<file path="src/rtl/alu_pkg.sv">
// Shared ALU definitions: sequencer state encoding and op-select constants.
package alu_pkg;

  localparam logic [1:0] ST_IDLE = 2'd0;
  localparam logic [1:0] ST_RUN  = 2'd1;
  localparam logic [1:0] ST_DONE = 2'd2;

  localparam logic OP_ADD = 1'b0;
  localparam logic OP_SUB = 1'b1;

  typedef enum logic [1:0] {
    STATE_IDLE = ST_IDLE,
    STATE_RUN  = ST_RUN,
    STATE_DONE = ST_DONE
  } state_e;

endpackage

</file>
<file path="src/rtl/full_adder.sv">
// One-bit full adder cell; the only arithmetic in the serial adder.
module full_adder (
  input  logic A,
  input  logic B,
  input  logic c_in,
  output logic S,
  output logic c_out
);

  // Sum and carry of three input bits
  always_comb begin
    S     = A ^ B ^ c_in;
    c_out = (A & B) | (A & c_in) | (B & c_in);
  end

endmodule

</file>
<file path="src/rtl/serial_adder_seq.sv">
// Bit-serial add/subtract unit: operands are shifted LSB-first through one
// full_adder cell, one bit per clock, with the carry held in a register.
// Optional feature: define SERIAL_ADDER_OVF_EN to add the signed overflow output.
module serial_adder_seq
  import alu_pkg::*;
#(
  parameter int unsigned WIDTH = 8,
  parameter int unsigned CNT_W = $clog2(WIDTH)
) (
  input  logic             clk,
  input  logic             rst,
  input  logic             start,
  input  logic             sub,
  input  logic [WIDTH-1:0] a,
  input  logic [WIDTH-1:0] b,
  output logic             busy,
  output logic             done,
  output logic [WIDTH-1:0] result,
  output logic             carry_out
`ifdef SERIAL_ADDER_OVF_EN
  ,
  output logic             overflow
`endif
);

  state_e             state_q,     state_d;
  logic [WIDTH-1:0]   a_q,         a_d;
  logic [WIDTH-1:0]   b_q,         b_d;
  logic [WIDTH-1:0]   sum_q,       sum_d;
  logic [CNT_W-1:0]   cnt_q,       cnt_d;
  logic               carry_q,     carry_d;
  logic               busy_q,      busy_d;
  logic               done_q,      done_d;
  logic [WIDTH-1:0]   result_q,    result_d;
  logic               carry_out_q, carry_out_d;
`ifdef SERIAL_ADDER_OVF_EN
  logic               overflow_q,  overflow_d;
`endif

  logic               fa_s;
  logic               fa_cout;
  logic [WIDTH-1:0]   sum_next;

  // Bit cell: current LSBs plus the registered carry
  full_adder u_full_adder (
    .A     (a_q[0]),
    .B     (b_q[0]),
    .c_in  (carry_q),
    .S     (fa_s),
    .c_out (fa_cout)
  );

  // Sum register with the new bit entering from the MSB side
  always_comb begin
    sum_next = {fa_s, sum_q[WIDTH-1:1]};
  end

  // Next-state and datapath control
  always_comb begin
    state_d     = state_q;
    a_d         = a_q;
    b_d         = b_q;
    sum_d       = sum_q;
    cnt_d       = cnt_q;
    carry_d     = carry_q;
    busy_d      = busy_q;
    done_d      = 1'b0;
    result_d    = result_q;
    carry_out_d = carry_out_q;
`ifdef SERIAL_ADDER_OVF_EN
    overflow_d  = overflow_q;
`endif

    case (state_q)
      STATE_IDLE: begin
        if (start) begin
          a_d     = a;
          // Subtraction is A + ~B + 1; the +1 comes in as the initial carry
          b_d     = (sub == OP_ADD) ? b : ~b;
          carry_d = (sub == OP_SUB);
          cnt_d   = '0;
          busy_d  = 1'b1;
          state_d = STATE_RUN;
        end
      end

      STATE_RUN: begin
        carry_d = fa_cout;
        sum_d   = sum_next;
        a_d     = {1'b0, a_q[WIDTH-1:1]};
        b_d     = {1'b0, b_q[WIDTH-1:1]};
        cnt_d   = cnt_q + CNT_W'(1);
        if (cnt_q == CNT_W'(WIDTH - 1)) begin
          // Last bit: publish the full word only now, never a partial sum
          result_d    = sum_next;
          carry_out_d = fa_cout;
`ifdef SERIAL_ADDER_OVF_EN
          // carry_q is the carry into the MSB on this edge
          overflow_d  = carry_q ^ fa_cout;
`endif
          done_d      = 1'b1;
          busy_d      = 1'b0;
          state_d     = STATE_DONE;
        end
      end

      STATE_DONE: begin
        state_d = STATE_IDLE;
      end

      default: begin
        state_d = STATE_IDLE;
      end
    endcase
  end

  // State and datapath registers, synchronous reset
  always_ff @(posedge clk) begin
    if (rst) begin
      state_q     <= STATE_IDLE;
      a_q         <= '0;
      b_q         <= '0;
      sum_q       <= '0;
      cnt_q       <= '0;
      carry_q     <= 1'b0;
      busy_q      <= 1'b0;
      done_q      <= 1'b0;
      result_q    <= '0;
      carry_out_q <= 1'b0;
`ifdef SERIAL_ADDER_OVF_EN
      overflow_q  <= 1'b0;
`endif
    end else begin
      state_q     <= state_d;
      a_q         <= a_d;
      b_q         <= b_d;
      sum_q       <= sum_d;
      cnt_q       <= cnt_d;
      carry_q     <= carry_d;
      busy_q      <= busy_d;
      done_q      <= done_d;
      result_q    <= result_d;
      carry_out_q <= carry_out_d;
`ifdef SERIAL_ADDER_OVF_EN
      overflow_q  <= overflow_d;
`endif
    end
  end

  // Registered outputs
  always_comb begin
    busy      = busy_q;
    done      = done_q;
    result    = result_q;
    carry_out = carry_out_q;
`ifdef SERIAL_ADDER_OVF_EN
    overflow  = overflow_q;
`endif
  end

endmodule

</file>
<file path="config.mk">
export PLATFORM = sky130hd
export DESIGN_NAME = serial_adder_seq
export DESIGN_NICKNAME = d
export VERILOG_FILES = /design/src/rtl/alu_pkg.sv /design/src/rtl/full_adder.sv /design/src/rtl/serial_adder_seq.sv
export SDC_FILE = /design/constraint.sdc
export NUM_CORES = 1
export LEC_CHECK = 0
export CAP_MARGIN = 20
export CORE_ASPECT_RATIO = 1.25
export CORE_MARGIN = 2
export CORE_UTILIZATION = 33
export DETAILED_ROUTE_END_ITERATION = 12
export GPL_TIMING_DRIVEN = 0
export PLACE_DENSITY = 0.66
export SETUP_SLACK_MARGIN = 0.5
export SLEW_MARGIN = 10
export SYNTH_ARGS = -nofsm -noshare
export SYNTH_HDL_FRONTEND = slang
export SYNTH_SLANG_ARGS = --single-unit
</file>
<file path="constraint.sdc">
create_clock -name clk -period 1.8 [get_ports clk]
set_input_delay 0.27 -clock clk [delete_from_list [all_inputs] [get_ports clk]]
set_output_delay 0.27 -clock clk [all_outputs]
set_load 0.02 [all_outputs]
</file>
==> reports/qor.yml <==
arrival_ns: 1.50
rsz0062_at_grt: "true"
initial_core_util: 0.3401
cp_cell_sequence: "or2b_2 > buf_4 > nor2_1 > a2111oi_0"
fin_ws_ns: 0.4770
syn-cell-area_um2: 1715
hold_viol: 0
numCtsBuffers: 5
cts.clk_slew.worst_paths_ns: 0.07
synth_cell_types: 29
antenna_found_initial: 0
drt-vias-per-instance: 4.893
startpoint_type: "register"
slowest_delay_ns: 0.41
drcViolationCount: 0
hold_buffers: 0
crit_family: "flip-flops"
utilization: 0.4666
hpwl_um: 2537
maxSlewViolCount: 0
crit_fanout: 10
std_cell_rows: 29
synth_common_cells: "dfxtp_1, nor2_1, a21oi_1, nand2_1"
vias: 1463
yosysTopAreaCellShare: 0.4668
cts_root_buf: "clkbuf_8"
finalNetCount: 260
status: "finished clean"
dieArea_um2: 5795
maxCapViolations: 0
firstDrtPassIters: 4
grt_start_max_net_pins: 14
diodes: 0
rrSetupSlack_ns: 0.48
grt_pass1_vias: 1448
synth_top_area_cell: "dfxtp_1"
cts.sinks: 40
grt_usage: 0.1536
area_growth_pct: 37.20
ir_drop_mv: 0.4677
drtAntennaViolNets: 0
synth_edf_count: 0
end_kind: "register"
core_um2: 5044
syn-num-nets: 219
power_per_cell_area_nw_per_um2: 832.6
placed_cells: 286
wire_per_inst_um: 13.12
max_freq_mhz: 755.9
clk_path_buf_depth: 2
grt_pass1_wl_um: 6644
setup-violations-final: 0
place_congestion: 0.7521
crit_required_ns: 1.98
clk_latency_ns: 0.30
grt_overflow: 0
pin_count: 31
ys_ff_latch: 40
port_buffers: 29
synth_most_common_cell: "dfxtp_1"
period_share: 0.7350
ys_seq_area_frac: 0.4668
final_layout_size_suffix_gt1_frac: 0.2363
final_cells: 299
worst_pin_slew_ns: 0.3544
drtIter0Drc: 97
total_power_mw: 1.960
critPathKind: "register to register"
finalCriticalPeriod_ns: 1.323
syn_area_per_cell_um2: 8.797
place_ws_ns: -0.2564
htree_levels: 2
leakage_nw: 0.9398
synth_area_leaders: "dfxtp_1, a21oi_1, nor2_1"
slew_headroom: 0.7576
die_w_um: 68.49
placed_cell_area_um2: 2105
hold_path.class: "input port to register"
die_height_um: 84.61
synthCells: 195
ys.flop_type: "dfxtp_1"
ys_async_sr_fraction: 0
final_area_um2: 2354
yosysWarnings: 0
drt_wl_total_um: 3922
cts_tree: "done"
skew_ns: 0.007238
slowest_stage: "dfxtp_2"
cp.buffers_inverters: 1
-- report_power, final --
| part | switching [mW] | total, mW | internal (mW) |
|---|---|---|---|
| registers | 0.0261 | 0.953 | 0.927 |
| logic | 0.128 | 0.268 | 0.140 |
| clock network | 0.329 | 0.739 | 0.410 |
-- cell usage in the layout, fill, tap and decap left out, types with 2 or more instances in the layout --
cell,synthesis,final
nand3_1,8,8
a2111oi_1,0,3
nand2b_1,8,8
nand2_1,22,22
dfxtp_1,40,36
a21oi_2,0,6
dfxtp_2,0,4
or3b_2,8,6
dlygate4sd2_1,0,10
buf_4,2,7
and2_1,2,2
a221o_2,2,2
or3b_4,0,2
a22oi_1,4,4
clkbuf_2,1,2
clkbuf_8,0,6
a21oi_1,24,18
buf_2,6,4
clkdlybuf4s50_1,0,17
mux2i_1,2,2
ha_4,0,2
nor2_1,27,27
clkdlybuf4s15_1,0,2
nor3_1,8,8
xnor2_1,7,7
clkbuf_4,0,2
-- cell type report --
cell class,count,area [um^2]
flip-flops and latches,40,805.8
plain buffers,14,107.6
repair buffers,33,307.8
fillers,509,2690
multi-input cells,142,943.4
clock buffers,5,68.82
well taps,62,77.57
clock inverters,3,42.54
-- state kept, by name, indices dropped and copies added (netlist names) --
name and cells:
a_q 8, b_q 8, result 8, sum_q 7, cnt_q 3, state_q 2, busy 1, carry_out 1
carry_q 1, done 1
-- cell families (layout without fill, tap and decap cells) --
logic type | count (synthesis) | in the layout | synth area share
compound gates | 38 | 38 | 0.1444
xor+xnor | 8 | 8 | 0.04085
fa+ha+maj | 4 | 4 | 0.03355
buf+inv | 14 | 55 | 0.04011
flops | 40 | 40 | 0.4668
mux | 2 | 2 | 0.01167
simple gates | 89 | 90 | 0.2626
-- layer usage --
metal / vias to the layer above / track usage / share of wire
met5: - / 0 / 0
met4: 0 / 0.08545 / 0.022
li1: 750 / - / -
met3: 7 / 0.03887 / 0.043
met2: 37 / 0.2316 / 0.48
met1: 669 / 0.1953 / 0.46
-- path summary, 6_finish.rpt --
check                                 from         to  depth (start not counted)
worst min register to register   result[0]  result[0]                          2
worst max-delay path            state_q[1]     b_q[2]                          4
worst min-delay path                   sub     b_q[1]                          3
worst max register to register  state_q[1]     b_q[2]                          4
-- worst register-to-register path: stages (launching register included) --
cell	delay, ns
dfxtp_2	0.41
or2b_2	0.17
buf_4	0.18
nor2_1	0.06
a2111oi_0	0.38
-- stage by stage --
| stage | hold WS (ns) | TNS (ns) |
|---|---|---|
| finish | 0.4476 | 0 |
| floorplan | 0.4183 | 0 |
| global route | 0.4756 | 0 |
| CTS | 0.4590 | 0 |
| detailed placement | 0.4496 | -1.684 |
| global placement | 0.4438 | -1.332 |
-- what timing repair did --
item / CTS / global route
resized for setup: 30 / 22
pin swaps: 1 / 2
buffers inserted: 4 / 0
setup endpoints to repair: 48 / 37
gates cloned: 1 / 0
(Power assumes the default switching activity.)
